--- src/rtl/mic1_uart_mmio.sv ---
// mic1_uart_mmio: memory-mapped UART bridge for the mic1 data bus.
// Adds RX/TX FIFOs, a status/control register, a sticky RX overrun flag
// and a drain state machine that feeds uart_tx one byte at a time.
module mic1_uart_mmio #(
    parameter logic [31:0] DATA_ADDR   = 32'hFFFF_FFFD,
    parameter logic [31:0] STATUS_ADDR = 32'hFFFF_FFFC,
    parameter int          RX_DEPTH    = 8,
    parameter int          TX_DEPTH    = 8
) (
    input  logic        clk,
    input  logic        resetn,
    input  logic        bus_en,
    input  logic        mem_read,
    input  logic        mem_write,
    input  logic [31:0] mem_addr,
    input  logic [31:0] mem_wdata,
    output logic        io_sel,
    output logic [31:0] io_rdata,
    output logic        stall,
    input  logic [7:0]  rx_data,
    input  logic        rx_done,
    input  logic        tx_busy,
    output logic        tx_start,
    output logic [7:0]  tx_data,
    output logic        rx_overrun
);

    localparam int RX_AW = $clog2(RX_DEPTH);
    localparam int RX_CW = RX_AW + 1;
    localparam int TX_AW = $clog2(TX_DEPTH);
    localparam int TX_CW = TX_AW + 1;
    localparam logic [RX_CW-1:0] RX_FULL_CNT = RX_CW'(RX_DEPTH);
    localparam logic [TX_CW-1:0] TX_FULL_CNT = TX_CW'(TX_DEPTH);

    typedef enum logic [1:0] {
        ST_IDLE    = 2'd0,
        ST_LOAD    = 2'd1,
        ST_WAIT_HI = 2'd2,
        ST_WAIT_LO = 2'd3
    } tx_state_t;

    // Status count fields are 8 bits; deeper FIFOs report 255 when fuller.
    function automatic logic [7:0] sat8(input logic [31:0] v);
        return (v > 32'd255) ? 8'hFF : v[7:0];
    endfunction

    logic [7:0]       r_rx_mem [RX_DEPTH];
    logic [RX_AW-1:0] r_rx_wptr;
    logic [RX_AW-1:0] r_rx_rptr;
    logic [RX_CW-1:0] r_rx_cnt;
    logic [7:0]       r_tx_mem [TX_DEPTH];
    logic [TX_AW-1:0] r_tx_wptr;
    logic [TX_AW-1:0] r_tx_rptr;
    logic [TX_CW-1:0] r_tx_cnt;
    tx_state_t        r_state;
    logic             r_tx_start;
    logic [7:0]       r_tx_data;
    logic             r_rx_overrun;

    logic        w_rd, w_wr, w_data_sel, w_stat_sel;
    logic        w_rx_empty, w_rx_full, w_rx_pop, w_rx_push, w_ovr_set, w_ovr_clr;
    logic        w_tx_empty, w_tx_full, w_tx_push, w_tx_pop, w_line_idle;
    logic [31:0] w_status;
    logic        w_unused;

    assign w_rd       = bus_en & mem_read;
    assign w_wr       = bus_en & mem_write;
    assign w_data_sel = (mem_addr == DATA_ADDR);
    assign w_stat_sel = (mem_addr == STATUS_ADDR);

    assign w_rx_empty = (r_rx_cnt == {RX_CW{1'b0}});
    assign w_rx_full  = (r_rx_cnt == RX_FULL_CNT);
    assign w_rx_pop   = w_rd & w_data_sel & ~w_rx_empty;
    // A pop in the same cycle makes room, so a push into a full FIFO still lands.
    assign w_rx_push  = rx_done & (~w_rx_full | w_rx_pop);
    assign w_ovr_set  = rx_done & w_rx_full & ~w_rx_pop;
    assign w_ovr_clr  = w_wr & w_stat_sel & mem_wdata[3];

    assign w_tx_empty  = (r_tx_cnt == {TX_CW{1'b0}});
    assign w_tx_full   = (r_tx_cnt == TX_FULL_CNT);
    // Fullness is judged before the LOAD pop; a full FIFO stalls even then.
    assign w_tx_push   = w_wr & w_data_sel & ~w_tx_full;
    assign w_tx_pop    = (r_state == ST_LOAD);
    assign w_line_idle = w_tx_empty & (r_state == ST_IDLE);

    assign w_status = {8'h00, sat8(32'(r_tx_cnt)), sat8(32'(r_rx_cnt)),
                       4'h0, r_rx_overrun, w_line_idle, w_tx_full, ~w_rx_empty};
    assign w_unused = &{1'b0, mem_wdata[31:8]};

    assign io_sel     = w_data_sel | w_stat_sel;
    assign stall      = w_wr & w_data_sel & w_tx_full;
    assign tx_start   = r_tx_start;
    assign tx_data    = r_tx_data;
    assign rx_overrun = r_rx_overrun;

    // Read-data mux for the two I/O registers.
    always_comb begin
        io_rdata = 32'h0000_0000;
        if (w_data_sel) begin
            if (w_rx_empty) begin
                io_rdata = 32'h0000_0000;
            end else begin
                io_rdata = {24'h00_0000, r_rx_mem[r_rx_rptr]};
            end
        end else if (w_stat_sel) begin
            io_rdata = w_status;
        end else begin
            io_rdata = 32'h0000_0000;
        end
    end

    // RX FIFO storage, pointers, occupancy and sticky overrun flag.
    always_ff @(posedge clk or negedge resetn) begin
        if (!resetn) begin
            for (int i = 0; i < RX_DEPTH; i++) r_rx_mem[i] <= 8'h00;
            r_rx_wptr    <= {RX_AW{1'b0}};
            r_rx_rptr    <= {RX_AW{1'b0}};
            r_rx_cnt     <= {RX_CW{1'b0}};
            r_rx_overrun <= 1'b0;
        end else begin
            if (w_rx_push) begin
                r_rx_mem[r_rx_wptr] <= rx_data;
                r_rx_wptr           <= r_rx_wptr + 1'b1;
            end
            if (w_rx_pop) begin
                r_rx_rptr <= r_rx_rptr + 1'b1;
            end
            case ({w_rx_push, w_rx_pop})
                2'b10:   r_rx_cnt <= r_rx_cnt + 1'b1;
                2'b01:   r_rx_cnt <= r_rx_cnt - 1'b1;
                default: r_rx_cnt <= r_rx_cnt;
            endcase
            // Setting wins over a simultaneous clear so no overrun is lost.
            if (w_ovr_set) begin
                r_rx_overrun <= 1'b1;
            end else if (w_ovr_clr) begin
                r_rx_overrun <= 1'b0;
            end else begin
                r_rx_overrun <= r_rx_overrun;
            end
        end
    end

    // TX FIFO storage, pointers and occupancy.
    always_ff @(posedge clk or negedge resetn) begin
        if (!resetn) begin
            for (int i = 0; i < TX_DEPTH; i++) r_tx_mem[i] <= 8'h00;
            r_tx_wptr <= {TX_AW{1'b0}};
            r_tx_rptr <= {TX_AW{1'b0}};
            r_tx_cnt  <= {TX_CW{1'b0}};
        end else begin
            if (w_tx_push) begin
                r_tx_mem[r_tx_wptr] <= mem_wdata[7:0];
                r_tx_wptr           <= r_tx_wptr + 1'b1;
            end
            if (w_tx_pop) begin
                r_tx_rptr <= r_tx_rptr + 1'b1;
            end
            case ({w_tx_push, w_tx_pop})
                2'b10:   r_tx_cnt <= r_tx_cnt + 1'b1;
                2'b01:   r_tx_cnt <= r_tx_cnt - 1'b1;
                default: r_tx_cnt <= r_tx_cnt;
            endcase
        end
    end

    // TX drain FSM: present head with a one-cycle start, then follow tx_busy.
    always_ff @(posedge clk or negedge resetn) begin
        if (!resetn) begin
            r_state    <= ST_IDLE;
            r_tx_start <= 1'b0;
            r_tx_data  <= 8'h00;
        end else begin
            case (r_state)
                ST_IDLE: begin
                    if (!w_tx_empty && !tx_busy) begin
                        r_tx_data  <= r_tx_mem[r_tx_rptr];
                        r_tx_start <= 1'b1;
                        r_state    <= ST_LOAD;
                    end else begin
                        r_tx_start <= 1'b0;
                        r_state    <= ST_IDLE;
                    end
                end
                ST_LOAD: begin
                    r_tx_start <= 1'b0;
                    r_state    <= ST_WAIT_HI;
                end
                ST_WAIT_HI: begin
                    r_tx_start <= 1'b0;
                    if (tx_busy) begin
                        r_state <= ST_WAIT_LO;
                    end else begin
                        r_state <= ST_WAIT_HI;
                    end
                end
                ST_WAIT_LO: begin
                    r_tx_start <= 1'b0;
                    if (!tx_busy) begin
                        r_state <= ST_IDLE;
                    end else begin
                        r_state <= ST_WAIT_LO;
                    end
                end
                default: begin
                    r_tx_start <= 1'b0;
                    r_state    <= ST_IDLE;
                end
            endcase
        end
    end

endmodule
--- config.mk ---
export PLATFORM = sky130hd
export DESIGN_NAME = mic1_uart_mmio
export DESIGN_NICKNAME = d
export VERILOG_FILES = /design/src/rtl/mic1_uart_mmio.sv
export SDC_FILE = /design/constraint.sdc
export NUM_CORES = 1
export LEC_CHECK = 0
export ABC_AREA = 1
export ABC_CLOCK_PERIOD_IN_PS = 6700
export BUFFER_PORTS_ARGS = -buffer_cell sky130_fd_sc_hd__buf_2
export CORE_MARGIN = 2
export CORE_UTILIZATION = 35
export CTS_BUF_LIST = sky130_fd_sc_hd__clkbuf_8 sky130_fd_sc_hd__clkbuf_16
export CTS_CLUSTER_DIAMETER = 200
export DETAILED_ROUTE_END_ITERATION = 12
export HOLD_SLACK_MARGIN = 0.15
export PLACE_DENSITY = 0.57
export SYNTH_ARGS = -nofsm -noshare
export SYNTH_HDL_FRONTEND = slang
export SYNTH_SLANG_ARGS = --single-unit
--- constraint.sdc ---
create_clock -name clk -period 6.7 [get_ports clk]
set_clock_uncertainty 0.2 [all_clocks]
set_input_delay 0.67 -clock clk [delete_from_list [all_inputs] [get_ports clk]]
set_output_delay 0.67 -clock clk [all_outputs]
set_load 0.03 [all_outputs]
# --- Word level (Yosys, flattened, before mapping) ---
# Cells that the tools add are included.
word_totals:
  ff_bits: 160
  out_inout_bits: 44
op_classes:
  add_sub_neg: 8
  n_lt_le_gt_ge: 6
  n_eq_ne: 11
  mux: 25
  bitwise_logic: 23
  reduce_logical: 13
ops:
  columns: ["operator", "count"]
  rows:
  - ["bitwise mux 64 bit", 2]
  - ["equality test 32 bit (second input constant)", 2]
  - ["two-way mux 8 bit", 7]
  - ["binary-select mux 8 bit (select 3 bit)", 2]
  - ["demux 8 bit (select 3 bit)", 2]
  - ["two-way mux 32 bit", 1]
  - ["two-way mux 20 bit", 1]
  - [">= comparator 4 bit (second input constant)", 4]
  - ["inverter 3 -> 4 bit", 4]
  - ["one-hot mux 4 bit (2 select lines)", 2]
  - ["AND 1 bit", 13]
  - ["adder 3 x 1 -> 3 bit (second input constant)", 4]
  - ["adder 4 x 1 -> 4 bit (second input constant)", 2]
  - ["equality test 2 bit (second input constant)", 4]
  - ["equality test 4 bit (second input constant)", 2]
  - ["zero test 4 bit", 2]
  - ["< comparator 4 x 1 -> 1 bit (second input constant)", 2]
  - ["one-hot mux 2 bit (4 select lines)", 1]
  - ["subtractor 4 x 1 -> 4 bit (second input constant)", 2]
  - ["equality test 2 x 1 -> 1 bit (second input constant)", 3]
  - ["nonzero test 2 bit", 3]
  - ["two-way mux 1 bit", 5]
  - ["inverter 1 bit", 4]
  - ["logical AND 1 bit", 3]
  - ["7 further kinds", 9]

# --- Depth between registers and ports, before layout ---
# Gate-level depths: netlist of run 1.
logic_depth:
  word_depth: 7
  depth_mapped: 19
  ltp_nobuf: 19

# --- Worst setup path after synthesis of run 1 ---
# No wires, ideal clock.
synth_timing:
  path_kind: "input -> output"
  start: "input port mem_addr[17]"
  end: "output port io_rdata[2]"
  arrival_time_ps: 2013
  t_required_ps: 5830
  path_slack_ps: 3817
  stages: 7
  cell_sequence: "nand2_1 nor2_1 nand2_1 nor2_4 nand2_1 clkbuf_1 o21ai_0"
synth_via:
  elab_chain_len: 3
synth_lines:
  columns: ["element", "line", "source"]
  rows:
  - ["start, declared", "15", "input logic [31:0] mem_addr,"]
  - ["equality test 32 bit", "69", "assign w_stat_sel = (mem_addr == STATUS_ADDR);"]
  - ["two-way mux 20 bit", "105", "end else if (w_stat_sel) begin"]
  - ["two-way mux 32 bit *", "99", "if (w_data_sel) begin"]
  - ["end, declared", "18", "output logic [31:0] io_rdata,"]
# Mark *: on every way between the ends. The rest lies on a longest branch, timed or not.

# --- Final worst setup path of run 1 ---
layout_timing:
  start: "register r_rx_rptr[0]"
  end: "output port io_rdata[2]"
layout_via:
  elab_chain_len: 6
layout_lines:
  columns: ["element", "line", "source"]
  rows:
  - ["start, declared", "49", "logic [RX_AW-1:0] r_rx_rptr;"]
  - ["start signal, assigned", "117", "r_rx_rptr <= {RX_AW{1'b0}};"]
  - ["start signal, assigned", "126", "r_rx_rptr <= r_rx_rptr + 1'b1;"]
  - ["inverter 3 -> 4 bit (implied by the code)", "103", "io_rdata = {24'h00_0000, r_rx_mem[r_rx_rptr]};"]
  - ["binary-select mux 8 bit (select 3 bit)", "103", null]
  - ["two-way mux 8 bit (implied by the code) (2 in a row)", "103", null]
  - ["two-way mux 8 bit", "100", "if (w_rx_empty) begin"]
  - ["two-way mux 32 bit", "99", null]
# No other way between the ends. The select of a mux whose other input is x is not followed.

==> flow_metrics.env, run 1 <==
export IMPL_htree_levels=4
export IMPL_wl_per_cell_um=15.8
export IMPL_nNetsFinal=1203
export IMPL_critPathMaxFanout=34
export IMPL_synth_async_reset_ratio=1.00
export IMPL_clkTransAtPathRegs_ps=70
export IMPL_grt_usage=0.189
export IMPL_fp_dieH_um=158
export IMPL_synthAdderAreaFrac=0.0174
export IMPL_synth_ff_type="dfrtp_1"
export IMPL_die_w_um=158
export IMPL_hold_worst_slack_ps=94.6
export IMPL_synth_edff_count=0
export IMPL_rows=56
export IMPL_cp_start_kind="flip-flop"
export IMPL_port_buffers=82
export IMPL_netlist_area_mm2=0.00835
export IMPL_place_gp_congestion=0.789
export IMPL_tns_ps=0
export IMPL_relSlewSlack=0.286
export IMPL_vias_per_cell=5.05
export IMPL_required_ps=5830
export IMPL_report_final_setup_viol=0
export IMPL_final_max_slew_viol_count=0
export IMPL_synth_cell_types=33
export IMPL_synth_top_family_by_area="simple AND/OR/NAND/NOR gates"
export IMPL_hold_buffers=0
export IMPL_fin_crit_sh=0.570
export IMPL_numCtsBuffers=17
export IMPL_ys_seq_elements=160
export IMPL_ys_warn_count=0
export IMPL_tritoncts="built"
export IMPL_clk_latency_ps=430
export IMPL_crit_path_end_kind="primary output"
export IMPL_grt_pass1_vias=6754
export IMPL_outcome="complete, no violations"
export IMPL_hold_viol=0
export IMPL_cts_root_buf="clkbuf_16"
export IMPL_avgSynthCellArea_um2=7.79
export IMPL_max_cap_violations=0
export IMPL_p_leak_nw=4.82
export IMPL_drcViolationCount=0
export IMPL_synthCells=1073
export IMPL_fmax_mhz=262
export IMPL_first_pass_iters=5
export IMPL_drt_total_wl_um=22900
export IMPL_vias=7294
export IMPL_overflow=0
export IMPL_ir_worst_vdd_uv=155
export IMPL_clock_sinks=160
export IMPL_diodes=0
export IMPL_area_growth_syn_to_layout_pct=12.8
export IMPL_rsz0062_at_grt="false"
export IMPL_cts_resized=0
export IMPL_timing_rr_start="r_rx_cnt[0]"
export IMPL_criticalPathCategory="reg2out"
export IMPL_hpwlAfterDp_um=14400
export IMPL_grt_max_degree=99
export IMPL_grt_pass1_wl_um=37000
export IMPL_clock_path_buffers=2
export IMPL_worst_pin_slew_ps=1070
export IMPL_fill_cells=2429
export IMPL_cp_startpoint="r_rx_rptr[0]"
export IMPL_worstPathArrival_ps=2950
export IMPL_drt_iter0_drc=673
export IMPL_core_mm2=0.0235
export IMPL_postCtsSetupBuffers=0
export IMPL_synth_xor_area_frac=0.0115
export IMPL_die_area_mm2=0.0251
export IMPL_seq_area_frac_synth=0.479
export IMPL_synthMuxAreaShare=0.00135
export IMPL_ant_nets=0
export IMPL_synth_compound_area_frac=0.0839
export IMPL_antenna_found_initial=0
export IMPL_yosys_area_share_simple=0.335
export IMPL_min_period_ps=3820
export IMPL_io_pins=123
export IMPL_min_path_type="in2async"
export IMPL_drive_above_1_share=0.134
export IMPL_start_util=0.356
export IMPL_power_density_mw_per_mm2=364
-- power breakdown --
group / internal [W] / switching [W] / total (W)
Sequential: 0.00121 / 0.000200 / 0.00141
Clock: 0.000565 / 0.000425 / 0.000990
Combinational: 0.000349 / 0.000677 / 0.00103
-- area by class of cell --
class / instances / area, um^2 / share of cell area
multi-input combinational: 807 / 3820 / 0.405
tap: 319 / 399 / 0.0424
clock buffer: 18 / 439 / 0.0466
inverter: 39 / 148 / 0.0157
timing repair buffer: 88 / 462 / 0.0490
sequential: 160 / 4000 / 0.425
clock inverter: 14 / 151 / 0.0161
-- per-stage QoR --
step | total power [W] | setup slack [ps] | instance area [um^2] | util | cells
floorplan | 0.00216 | 3820 | 8410 | - | 1088
global placement | 0.00243 | 3390 | 8830 | 0.376 | 1413
detailed placement | 0.00245 | 3360 | 8830 | 0.376 | 1413
CTS | 0.00345 | 2900 | 9420 | 0.401 | 1445
global route | 0.00369 | 2580 | 9420 | 0.401 | 1445
finish | 0.00343 | 2880 | 9420 | 0.401 | 1445
-- critical path: stages (launching register included) --
cell and delay, ps:
dfrtp_1 360, buf_4 250, inv_1 810, o21ai_0 210
o22ai_1 310, nand2_1 90, nand2_1 80, nand2_1 80
o21ai_0 90, buf_2 230
-- metal layers --
layer,part of all wire,global-route usage,up-vias
met2,0.43,0.273,243
met5,0,0,-
met4,0.011,0.0515,0
met1,0.49,0.289,3427
li1,-,-,3604
met3,0.066,0.0351,20
-- state kept, by name (all words and copies together) (netlist names), 4 cells and up --
signal / cells
r_tx_mem: 64
tx_data: 8
r_rx_cnt: 4
r_tx_cnt: 4
r_rx_mem: 64
-- path summary, 6_finish.rpt --
| kind | end | slack, ps | cells after the start |
|---|---|---|---|
| worst max-delay path | io_rdata[2] | 2880 | 9 |
| worst min-delay path | r_rx_mem[63] | 90 | 1 |
| worst max register to register | r_rx_cnt[2] | 3860 | 16 |
| worst min register to register | r_tx_mem[14] | 260 | 2 |
| max in group asynchronous | r_tx_mem[9] | 4740 | 2 |
| min in group clk | r_tx_mem[14] | 260 | 2 |
-- synthesized netlist by cell type, types with 2 or more instances --
library cell  number  area (um^2)
a21oi_1           10         50.1
buf_1             17         63.8
buf_2              5         25.0
buf_4             25          188
buf_6              5         56.3
clkbuf_1          30          113
clkinv_1           3         11.3
dfrtp_1          160         4000
ha_1              10          125
inv_1             34          128
nand2_1          341         1280
nand2_2           10         62.6
nand3_1           86          430
nand3_2            5         50.1
nand4_1           65          407
nor2_1           116          435
nor2_2             2         12.5
nor3_1             2         10.0
nor3_2             8         80.1
o211ai_1           7         52.6
o21ai_0           93          465
o22ai_1           19          119
xnor2_1            3         26.3
xor2_1             8         70.1
-- placed cells by master, fill, tap and decap left out, types with 2 or more instances in the layout --
cell	n
o211ai_1	7
a21oi_1	10
buf_2	81
clkinv_1	3
clkinv_2	5
conb_1	16
nor3_1	2
xnor2_1	3
xor2_1	8
inv_1	34
dfrtp_1	160
nand4_1	65
nand3_2	6
nor3_2	8
nand2_1	341
clkbuf_16	17
buf_4	6
nand2_2	10
bufinv_16	2
o21ai_0	93
inv_6	5
o22ai_1	19
nand3_1	85
nor2_1	116
ha_1	10
nor2_2	2
-- cell families after synthesis --
family,after synthesis
buffers and inverters,121
AOI/OAI and AO/OA,131
and+or+nand+nor,637
adders and majority gates,11
other,1
muxes,1
xor gates and xnor gates,11
DFF,160
(Power assumes the default switching activity.)
==> inputs of run 2 (changes only) <==
ABC_CLOCK_PERIOD_IN_PS = 3900   (was 6700)
clock period = 3.9 ns   (was 6.7 ns; I/O delays follow)
==> flow_metrics.env, run 2 (synthesized netlist as in run 1, its figures left out) <==
export IMPL_report_final_setup_viol=0
export IMPL_rows=56
export IMPL_fp_dieH_um=158
export IMPL_required_ps=3310
export IMPL_core_mm2=0.0235
export IMPL_drt_total_wl_um=23300
export IMPL_htree_levels=4
export IMPL_grt_busiest_layer="met1"
export IMPL_cp_cell_sequence="buf_4 -> inv_1 -> o21ai_0 -> o22ai_1 -> nand2_1 -> nand2_1 -> nand2_1 -> o21ai_0 -> buf_2"
export IMPL_rsz0062_at_grt="false"
export IMPL_path_common_cell="nand2_1"
export IMPL_grt_pass1_vias=6828
export IMPL_nNetsFinal=1233
export IMPL_tns_ps=0
export IMPL_critPathTopFamily="buffers and inverters"
export IMPL_max_cap_violations=0
export IMPL_grt_pass1_wl_um=37600
export IMPL_clk_latency_ps=440
export IMPL_first_pass_iters=5
export IMPL_tritoncts="built"
export IMPL_fin_crit_sh=0.802
export IMPL_ir_worst_vdd_uv=224
export IMPL_dpl_cell_count=1424
export IMPL_slowest_delay_ps=490
export IMPL_start_util=0.356
export IMPL_clkTransAtPathRegs_ps=70
export IMPL_cp_start_kind="flip-flop"
export IMPL_area_growth_syn_to_layout_pct=16.5
export IMPL_grt_util_met1=0.298
export IMPL_antenna_found_initial=0
export IMPL_final_cells=1475
export IMPL_die_area_mm2=0.0251
export IMPL_outcome="complete, no violations"
export IMPL_io_pins=123
export IMPL_critPathMaxFanout=18
export IMPL_cpMaxStageDelayCell="inv_1"
export IMPL_die_w_um=158
export IMPL_ant_nets=0
export IMPL_grt_max_degree=76
export IMPL_relSlewSlack=0.198
export IMPL_groute_layer_met2_usage=0.278
export IMPL_grt_usage=0.193
export IMPL_grtUsageMet3=0.0346
export IMPL_port_buffers=82
export IMPL_numCtsBuffers=17
export IMPL_final_max_slew_viol_count=0
export IMPL_clock_path_buffers=2
export IMPL_layout_commonest_cell="nand2_1"
export IMPL_clock_sinks=160
export IMPL_power_density_mw_per_mm2=617
export IMPL_fmax_mhz=320
export IMPL_place_gp_congestion=0.769
export IMPL_worst_pin_slew_ps=1200
export IMPL_vias=7426
export IMPL_p_leak_nw=4.96
export IMPL_drt_iter0_drc=631
export IMPL_min_period_ps=3130
export IMPL_crit_path_end_kind="primary output"
export IMPL_hpwlAfterDp_um=14900
export IMPL_diodes=0
export IMPL_drive_above_1_share=0.140
export IMPL_overflow=0
export IMPL_layout_common_cells="nand2_1, dfrtp_1, nor2_1"
export IMPL_critPathBufInv=3
export IMPL_hold_viol=0
export IMPL_cts_root_buf="clkbuf_16"
export IMPL_drcViolationCount=0
export IMPL_criticalPathCategory="reg2out"
export IMPL_min_path_type="in2reg"
export IMPL_wl_per_cell_um=15.8
export IMPL_vias_per_cell=5.03
export IMPL_worstPathArrival_ps=2540
[run 2: changes by cell type in the layout (fill, tap and decap cells not counted)]
| cell | delta |
|---|---|
| clkinv_4 | +3 |
| clkinvlp_4 | +2 |
| dlygate4sd3_1 | +19 |
| clkinv_2 | -3 |
| inv_6 | -3 |
| buf_4 | +10 |
| buf_12 | +1 |
| bufinv_16 | +1 |
[run 2: power breakdown]
part	switching (W)	total (W)	internal (W)
Clock	0.000726	0.00176	0.00103
Sequential	0.000352	0.00244	0.00208
Combinational	0.00119	0.00182	0.000629
[run 2: repair_timing]
action                    4_1_cts  5_1_grt
hold endpoints to repair      181        0
gates resized for setup         0        0
setup buffers                   0        0
hold buffers                   19        0
[run 2: cell type report]
type	count	area, um^2
fillers	2393	13700
multi-input cells	807	3820
inverters	39	148
clock buffers	18	439
well taps	319	399
repair buffers	118	747
clock inverters	14	181
flip-flops and latches	160	4000
[run 2: through the flow]
| step | util | total power [W] | hold slack, ps | cell area (um^2) | setup slack, ps |
|---|---|---|---|---|---|
| 2_1_floorplan | - | 0.00371 | -106 | 8410 | 1400 |
| 3_3_place_gp | 0.380 | 0.00421 | 230 | 8930 | 898 |
| 3_5_place_dp | 0.380 | 0.00424 | 227 | 8930 | 876 |
| 4_1_cts | 0.415 | 0.00603 | 156 | 9740 | 791 |
| 5_1_grt | 0.415 | 0.00643 | 163 | 9740 | 569 |
| 6_report | 0.415 | 0.00601 | 161 | 9740 | 771 |
[run 2: worst register-to-register path: cells and delay by family, from the launching register on]
family	cells	cell delay, ps
AND/OR/NAND/NOR	9	1040
flip-flops	1	440
AO/OA/AOI/OAI	3	410
buffers and inverters	4	340
adder cells (fa/ha/maj)	1	290
[run 2: worst paths after layout]
path | to | from | slack, ps | cells after the start
worst min-delay path | r_tx_mem[51] | mem_wdata[3] | 160 | 3
worst min register to register | r_tx_mem[16] | r_tx_mem[16] | 270 | 2
worst max-delay path | io_rdata[2] | r_rx_rptr[1] | 770 | 9
worst max register to register | r_rx_cnt[3] | r_rx_cnt[0] | 1080 | 17
min in group asynchronous | r_rx_mem[56] | resetn | 310 | 2
max in group asynchronous | r_tx_mem[12] | resetn | 2270 | 3
[run 2: routing by layer]
| layer | part of all wire | wire (um) |
|---|---|---|
| met1 | 0.50 | 11800 |
| met2 | 0.43 | 9970 |
| met3 | 0.059 | 1380 |
| met4 | 0.0099 | 230 |
| met5 | 0 | 0 |
